`src/rtl/onchip_mem_stream_reader.sv`:
```
// onchip_mem_stream_reader
// Reads a contiguous, optionally looping, range of wide words from on-chip
// memory and emits each word as a sequence of narrow samples on a
// ready/valid stream with start/end-of-pass markers.
module onchip_mem_stream_reader #(
  parameter int ADDR_WIDTH   = 12,
  parameter int DEPTH        = 4000,
  parameter int DATA_WIDTH   = 256,
  parameter int SAMPLE_WIDTH = 32
) (
  input  logic                    clk,
  input  logic                    reset,
  input  logic                    start,
  input  logic [ADDR_WIDTH-1:0]   start_addr,
  input  logic [ADDR_WIDTH:0]     word_count,
  input  logic                    loop,
  input  logic                    stop,
  output logic                    busy,
  output logic                    done,
  output logic [ADDR_WIDTH-1:0]   mem_address,
  output logic                    mem_chipselect,
  output logic                    mem_clken,
  input  logic [DATA_WIDTH-1:0]   mem_readdata,
  output logic [SAMPLE_WIDTH-1:0] src_data,
  output logic                    src_valid,
  input  logic                    src_ready,
  output logic                    src_startofpacket,
  output logic                    src_endofpacket
);

  localparam int LANES = DATA_WIDTH / SAMPLE_WIDTH;
  localparam int IDX_W = $clog2(LANES);

  typedef enum logic [1:0] {IDLE, ISSUE, CAPTURE, EMIT} state_t;

  state_t                  state_reg;
  logic [ADDR_WIDTH-1:0]   addr_reg;
  logic [ADDR_WIDTH-1:0]   start_addr_reg;
  logic [ADDR_WIDTH:0]     count_reg;
  logic [ADDR_WIDTH:0]     remaining_reg;
  logic                    loop_reg;
  logic [DATA_WIDTH-1:0]   buffer_reg;
  logic [IDX_W-1:0]        idx_reg;

  logic [SAMPLE_WIDTH-1:0] lanes [LANES];
  logic [IDX_W-1:0]        idx_next;
  logic [ADDR_WIDTH-1:0]   addr_next;
  logic                    last_lane;
  logic                    last_word;
  logic                    first_word;

  // Split the captured word into sample lanes; lane 0 is the least significant.
  generate
    for (genvar gi = 0; gi < LANES; gi++) begin : g_lane
      assign lanes[gi] = buffer_reg[gi*SAMPLE_WIDTH +: SAMPLE_WIDTH];
    end
  endgenerate

  // Lane/word bookkeeping and wrap-around address increment.
  always_comb begin
    idx_next   = idx_reg + 1'b1;
    last_lane  = (idx_reg == IDX_W'(LANES - 1));
    last_word  = (remaining_reg == (ADDR_WIDTH+1)'(1));
    first_word = (remaining_reg == count_reg);
    addr_next  = (addr_reg == ADDR_WIDTH'(DEPTH - 1)) ? '0 : addr_reg + 1'b1;
  end

  // Control FSM with all outputs registered.
  always_ff @(posedge clk) begin
    if (reset) begin
      state_reg         <= IDLE;
      addr_reg          <= '0;
      start_addr_reg    <= '0;
      count_reg         <= '0;
      remaining_reg     <= '0;
      loop_reg          <= 1'b0;
      buffer_reg        <= '0;
      idx_reg           <= '0;
      busy              <= 1'b0;
      done              <= 1'b0;
      mem_address       <= '0;
      mem_chipselect    <= 1'b0;
      mem_clken         <= 1'b0;
      src_data          <= '0;
      src_valid         <= 1'b0;
      src_startofpacket <= 1'b0;
      src_endofpacket   <= 1'b0;
    end else begin
      done <= 1'b0;
      if (state_reg != IDLE && stop) begin
        // Abort: drop any read in flight and any undelivered samples.
        state_reg         <= IDLE;
        busy              <= 1'b0;
        done              <= 1'b1;
        mem_chipselect    <= 1'b0;
        mem_clken         <= 1'b0;
        src_valid         <= 1'b0;
        src_startofpacket <= 1'b0;
        src_endofpacket   <= 1'b0;
      end else begin
        case (state_reg)
          IDLE: begin
            if (start) begin
              start_addr_reg <= start_addr;
              count_reg      <= word_count;
              loop_reg       <= loop;
              if (word_count == '0) begin
                done <= 1'b1;
              end else begin
                state_reg      <= ISSUE;
                busy           <= 1'b1;
                addr_reg       <= start_addr;
                remaining_reg  <= word_count;
                mem_address    <= start_addr;
                mem_chipselect <= 1'b1;
                mem_clken      <= 1'b1;
              end
            end
          end
          ISSUE: begin
            // The read request is held for exactly one cycle.
            mem_chipselect <= 1'b0;
            mem_clken      <= 1'b0;
            state_reg      <= CAPTURE;
          end
          CAPTURE: begin
            buffer_reg        <= mem_readdata;
            idx_reg           <= '0;
            src_valid         <= 1'b1;
            src_data          <= mem_readdata[SAMPLE_WIDTH-1:0];
            src_startofpacket <= first_word;
            src_endofpacket   <= 1'b0;
            state_reg         <= EMIT;
          end
          EMIT: begin
            if (src_ready) begin
              if (!last_lane) begin
                idx_reg           <= idx_next;
                src_data          <= lanes[idx_next];
                src_startofpacket <= 1'b0;
                src_endofpacket   <= (idx_next == IDX_W'(LANES - 1)) && last_word;
              end else begin
                src_valid         <= 1'b0;
                src_startofpacket <= 1'b0;
                src_endofpacket   <= 1'b0;
                if (!last_word) begin
                  remaining_reg  <= remaining_reg - 1'b1;
                  addr_reg       <= addr_next;
                  mem_address    <= addr_next;
                  mem_chipselect <= 1'b1;
                  mem_clken      <= 1'b1;
                  state_reg      <= ISSUE;
                end else if (loop_reg) begin
                  // Restart the pass with the same gap as between words.
                  remaining_reg  <= count_reg;
                  addr_reg       <= start_addr_reg;
                  mem_address    <= start_addr_reg;
                  mem_chipselect <= 1'b1;
                  mem_clken      <= 1'b1;
                  state_reg      <= ISSUE;
                end else begin
                  state_reg <= IDLE;
                  busy      <= 1'b0;
                  done      <= 1'b1;
                end
              end
            end
          end
          default: state_reg <= IDLE;
        endcase
      end
    end
  end

endmodule

```
`config.mk`:
```
export PLATFORM = sky130hd
export DESIGN_NAME = onchip_mem_stream_reader
export DESIGN_NICKNAME = d
export VERILOG_FILES = /design/src/rtl/onchip_mem_stream_reader.sv
export SDC_FILE = /design/constraint.sdc
export NUM_CORES = 1
export LEC_CHECK = 0
export CAP_MARGIN = 40
export CORE_MARGIN = 2
export CORE_UTILIZATION = 45
export CTS_CLUSTER_SIZE = 24
export DETAILED_ROUTE_END_ITERATION = 6
export HOLD_SLACK_MARGIN = 0.1
export PLACE_DENSITY = 0.75
export SLEW_MARGIN = 20
export SYNTH_ARGS = -nofsm -noshare
export SYNTH_HDL_FRONTEND = slang
export SYNTH_SLANG_ARGS = --single-unit
```
`constraint.sdc`:
```
create_clock -name clk -period 2.38 [get_ports clk]
set_input_delay 0.238 -clock clk [delete_from_list [all_inputs] [get_ports clk]]
set_output_delay 0.238 -clock clk [all_outputs]
set_load 0.01 [all_outputs]
```
==> flow_summary.yaml <==
synthesis:
  async_flop_share_pct: 0
  synth_top_cells_by_area: "dfxtp_1, nand2_1, a21oi_1"
  synth.net_count: 2127
  area_fraction_of_the_dominant_cell_type_after_synthesis_pct: 45.2
  synth_flop_cell: "dfxtp_1"
  postSynthRegisterBits: 350
  syn-cell-area_sq_um: 15500
  synth_most_common_cell: "nand2_1"
  netlist.top_cell.by_area: "dfxtp_1"
  synth_cell_type_count: 65
  synthCells: 1830
  ys_seq_area_share_pct: 45.2
  yosysWarnings: 0
  synthTopCellsByCount: "nand2_1, dfxtp_1, a21oi_1, clkbuf_1, mux4_2"
  number_of_enable_flip_flop_cells_after_synthesis: 0
  syn-mean-instance-area_sq_um: 8.47
setup_path:
  path_max_fanout: 43
  reg2reg_to: "buffer_reg[134]$_SDFFE_PP0P_"
  ff2ff_setup_slack_ns: 0.15
  worst_path_cell_trace: "inv_1 -> ha_1 -> buf_4 -> nand2b_1 -> and2_4 -> buf_12 -> buf_12 -> nand2_1 -> a21oi_1"
  worst_ep_required_time_ns: 2.83
  critPathArrivalTime_ns: 2.68
  regToRegStartpoint: "state_reg[1]$_SDFFE_PP0P_"
  critPathKind: "register to register"
  critPathLaunchType: "register"
  timing.critical_path.mode_cell: "buf_12"
  critPathBufInv: 4
  critPathCaptureType: "register"
  reg2reg_depth: 9
  timing.critical_path.max_delay_family: "buffers and inverters"
  crit_path_max_incr_delay_ns: 0.32
  critical-path-slowest-cell: "dfxtp_1"
min_path:
  worstHoldEndpoint: "buffer_reg[248]$_SDFFE_PP0P_"
  timing.hold.worst.class: "input pin to register"
  min_delay_path_depth: 3
  min-delay-start: "mem_readdata[248]"
timing:
  post-route-min-period_ns: 2.23
  worst_pin_slew_ns: 0.784
  hold_viol: 0
  slew_viol_final: 0
  grt_setup_unrepaired: "no"
  post-route-worst-setup-slack_ns: 0.152
  max-slew-margin-rel_pct: 47.7
  setup-tns-final_ns: 0
  final_min_period_over_clock_period_pct: 93.6
  fmax_ghz: 0.449
  worst_clock_skew_ns: 0.0185
  setup_violations: 0
  fin_worst_hold_slack_ns: 0.248
placement:
  io_buffers: 337
  post-dp-hpwl_um: 34100
  place.detailed.instances: 2523
  pre_cts_setup_slack_ns: 0.202
  placement.cell_area_sq_um: 19500
  gp_congestion: 0.930
power:
  cellPowerDensity_nw_per_um2: 955
  total_leakage_power_nw: 7.05
  ir_drop_mv: 0.463
die:
  num_rows: 67
  chipWidth_um: 190
  start_util_pct: 46.0
  boundaryPins: 338
  floorplan.die.height_um: 190
  floorplan.die_area_sq_um: 35900
  core_sq_um: 33700
global_routing:
  met1_usage_in_global_routing_pct: 36.1
  gr-total-overflow: 0
  use_met2_pct: 42.4
  grt_pass1_wl_um: 75200
  busiest_layer: "met2"
  grt_util_all_layers_pct: 26.5
  number_of_antenna_violations_at_the_first_check_in_global_routing: 4
  grtUsageMet3_pct: 4.74
  grt_start_max_net_pins: 161
  grt_pass1_vias: 13900
cells_and_area:
  drive_gt1_share_pct: 9.67
  largest_register_ffs: 256
  layoutNonFillerInstCount: 2592
  postLayoutCellArea_sq_um: 20800
  syn2layout_area_growth_pct: 34.3
  num-nets-final: 2413
detailed_routing:
  avgViaCountPerCell: 5.56
  drt_iter0_drc: 1308
  detailroute.via_count: 14400
  post-route-drc-count: 0
  drt_pre_antenna_iters: 5
  ant_nets: 0
  detail_route.wl_per_cell_um: 18.8
  final_wl_um: 48800
cts:
  cts_max_path_buffers: 3
  worstSkewPairLatency_ns: 0.54
  cts_sinks: 350
  tritoncts: "done"
  clk_root_buffer_cell: "clkbuf_16"
  cts.htree.levels: 2
  numCtsBuffers: 38
  clk_pin_slew_ns: 0.06
outcome:
  run_status: "complete, no violations"
job:
  cap_viol_max_count: 0
-- stage by stage --
step	util [%]	total power (W)
after global routing	61.8	0.0209
after detailed placement	57.8	0.0138
after floorplan	-	0.0113
after CTS	61.8	0.0199
after global placement	57.8	0.0136
final	61.8	0.0199
-- what timing repair did --
action                                 CTS  global route
hold buffers                             1             0
endpoints found under the hold margin    3             0
resized for setup                        0             0
buffers inserted                         0             0
-- report_power, final --
| group | switching [W] | internal [W] | total (W) |
|---|---|---|---|
| registers | 0.000746 | 0.00694 | 0.00768 |
| logic | 0.00333 | 0.00272 | 0.00605 |
| clock network | 0.00241 | 0.00374 | 0.00615 |
| total | 0.00649 | 0.0134 | 0.0199 |
-- area by class of cell --
class | instances | area, sq um
fillers | 2890 | 12900
well taps | 448 | 561
multi-input cells | 1309 | 7780
inverters | 17 | 63.8
repair buffers | 400 | 4080
clock buffers | 57 | 1130
clock inverters | 8 | 184
diodes | 3 | 7.51
flip-flops and latches | 350 | 7010
-- routing by layer --
layer,vias up,wire (um)
met5,-,12
met3,86,4100
met1,6823,20600
met4,2,1490
li1,6870,-
met2,636,22600
-- placed cells by master, fill, tap and decap left out, types with 3 or more instances in the layout --
| cell | count |
|---|---|
| a211oi_1 | 8 |
| a21oi_1 | 307 |
| a221oi_1 | 6 |
| a311o_1 | 3 |
| a311oi_1 | 12 |
| and3_1 | 7 |
| and4_1 | 4 |
| buf_12 | 18 |
| buf_4 | 43 |
| bufinv_16 | 4 |
| clkbuf_1 | 8 |
| clkbuf_16 | 38 |
| clkbuf_8 | 11 |
| clkdlybuf4s50_1 | 336 |
| dfxtp_1 | 349 |
| diode_2 | 3 |
| ha_1 | 7 |
| inv_1 | 16 |
| mux2i_1 | 35 |
| mux4_2 | 64 |
| nand2_1 | 622 |
| nand3_1 | 12 |
| nand4_1 | 7 |
| nor2_1 | 27 |
| nor3_1 | 8 |
| nor4_1 | 7 |
| o211ai_1 | 6 |
| o21a_1 | 5 |
| o21ai_0 | 40 |
| o2bb2ai_1 | 32 |
| o32ai_1 | 6 |
| o41ai_1 | 3 |
| or4_1 | 6 |
| xnor2_1 | 18 |
| xor2_1 | 12 |
-- worst max-delay path by stage --
| stage | from | end | slack, ns | depth (start not counted) |
|---|---|---|---|---|
| 3_5_place_dp | idx_reg[0]$_SDFFE_PP0P_ | src_data[25]$_SDFFE_PP0P_ | 0.20 | 8 |
| 2_1_floorplan | idx_reg[0]$_SDFFE_PP0P_ | src_data[0]$_SDFFE_PP0P_ | -0.14 | 11 |
| 3_3_place_gp | stop | remaining_reg[11]$_SDFFE_PP0P_ | 0.08 | 6 |
| 6_report | state_reg[1]$_SDFFE_PP0P_ | buffer_reg[134]$_SDFFE_PP0P_ | 0.15 | 9 |
| 4_1_cts | idx_reg[0]$_SDFFE_PP0P_ | src_data[25]$_SDFFE_PP0P_ | 0.20 | 8 |
| 5_1_grt | state_reg[0]$_SDFFE_PP0P_ | buffer_reg[143]$_SDFFE_PP0P_ | 0.05 | 9 |
-- worst reg2reg max path, stage by stage (launching register included) --
cell and delay (ns):
dfxtp_1 0.32, inv_1 0.09, ha_1 0.30, buf_4 0.19, nand2b_1 0.31, and2_4 0.27, buf_12 0.20, buf_12 0.23
nand2_1 0.13, a21oi_1 0.13
-- cells by family (layout without fill, tap and decap cells) --
group,after synthesis,count (layout),synth area share [%]
muxes,100,100,11.6
xor gates and xnor gates,30,30,1.70
DFF,350,350,45.2
buffers and inverters,171,482,4.92
and+or+nand+nor,727,727,19.2
other,0,3,0
adders and majority gates,10,10,0.807
AOI/OAI and AO/OA,442,442,16.5
(Power assumes the default switching activity.)
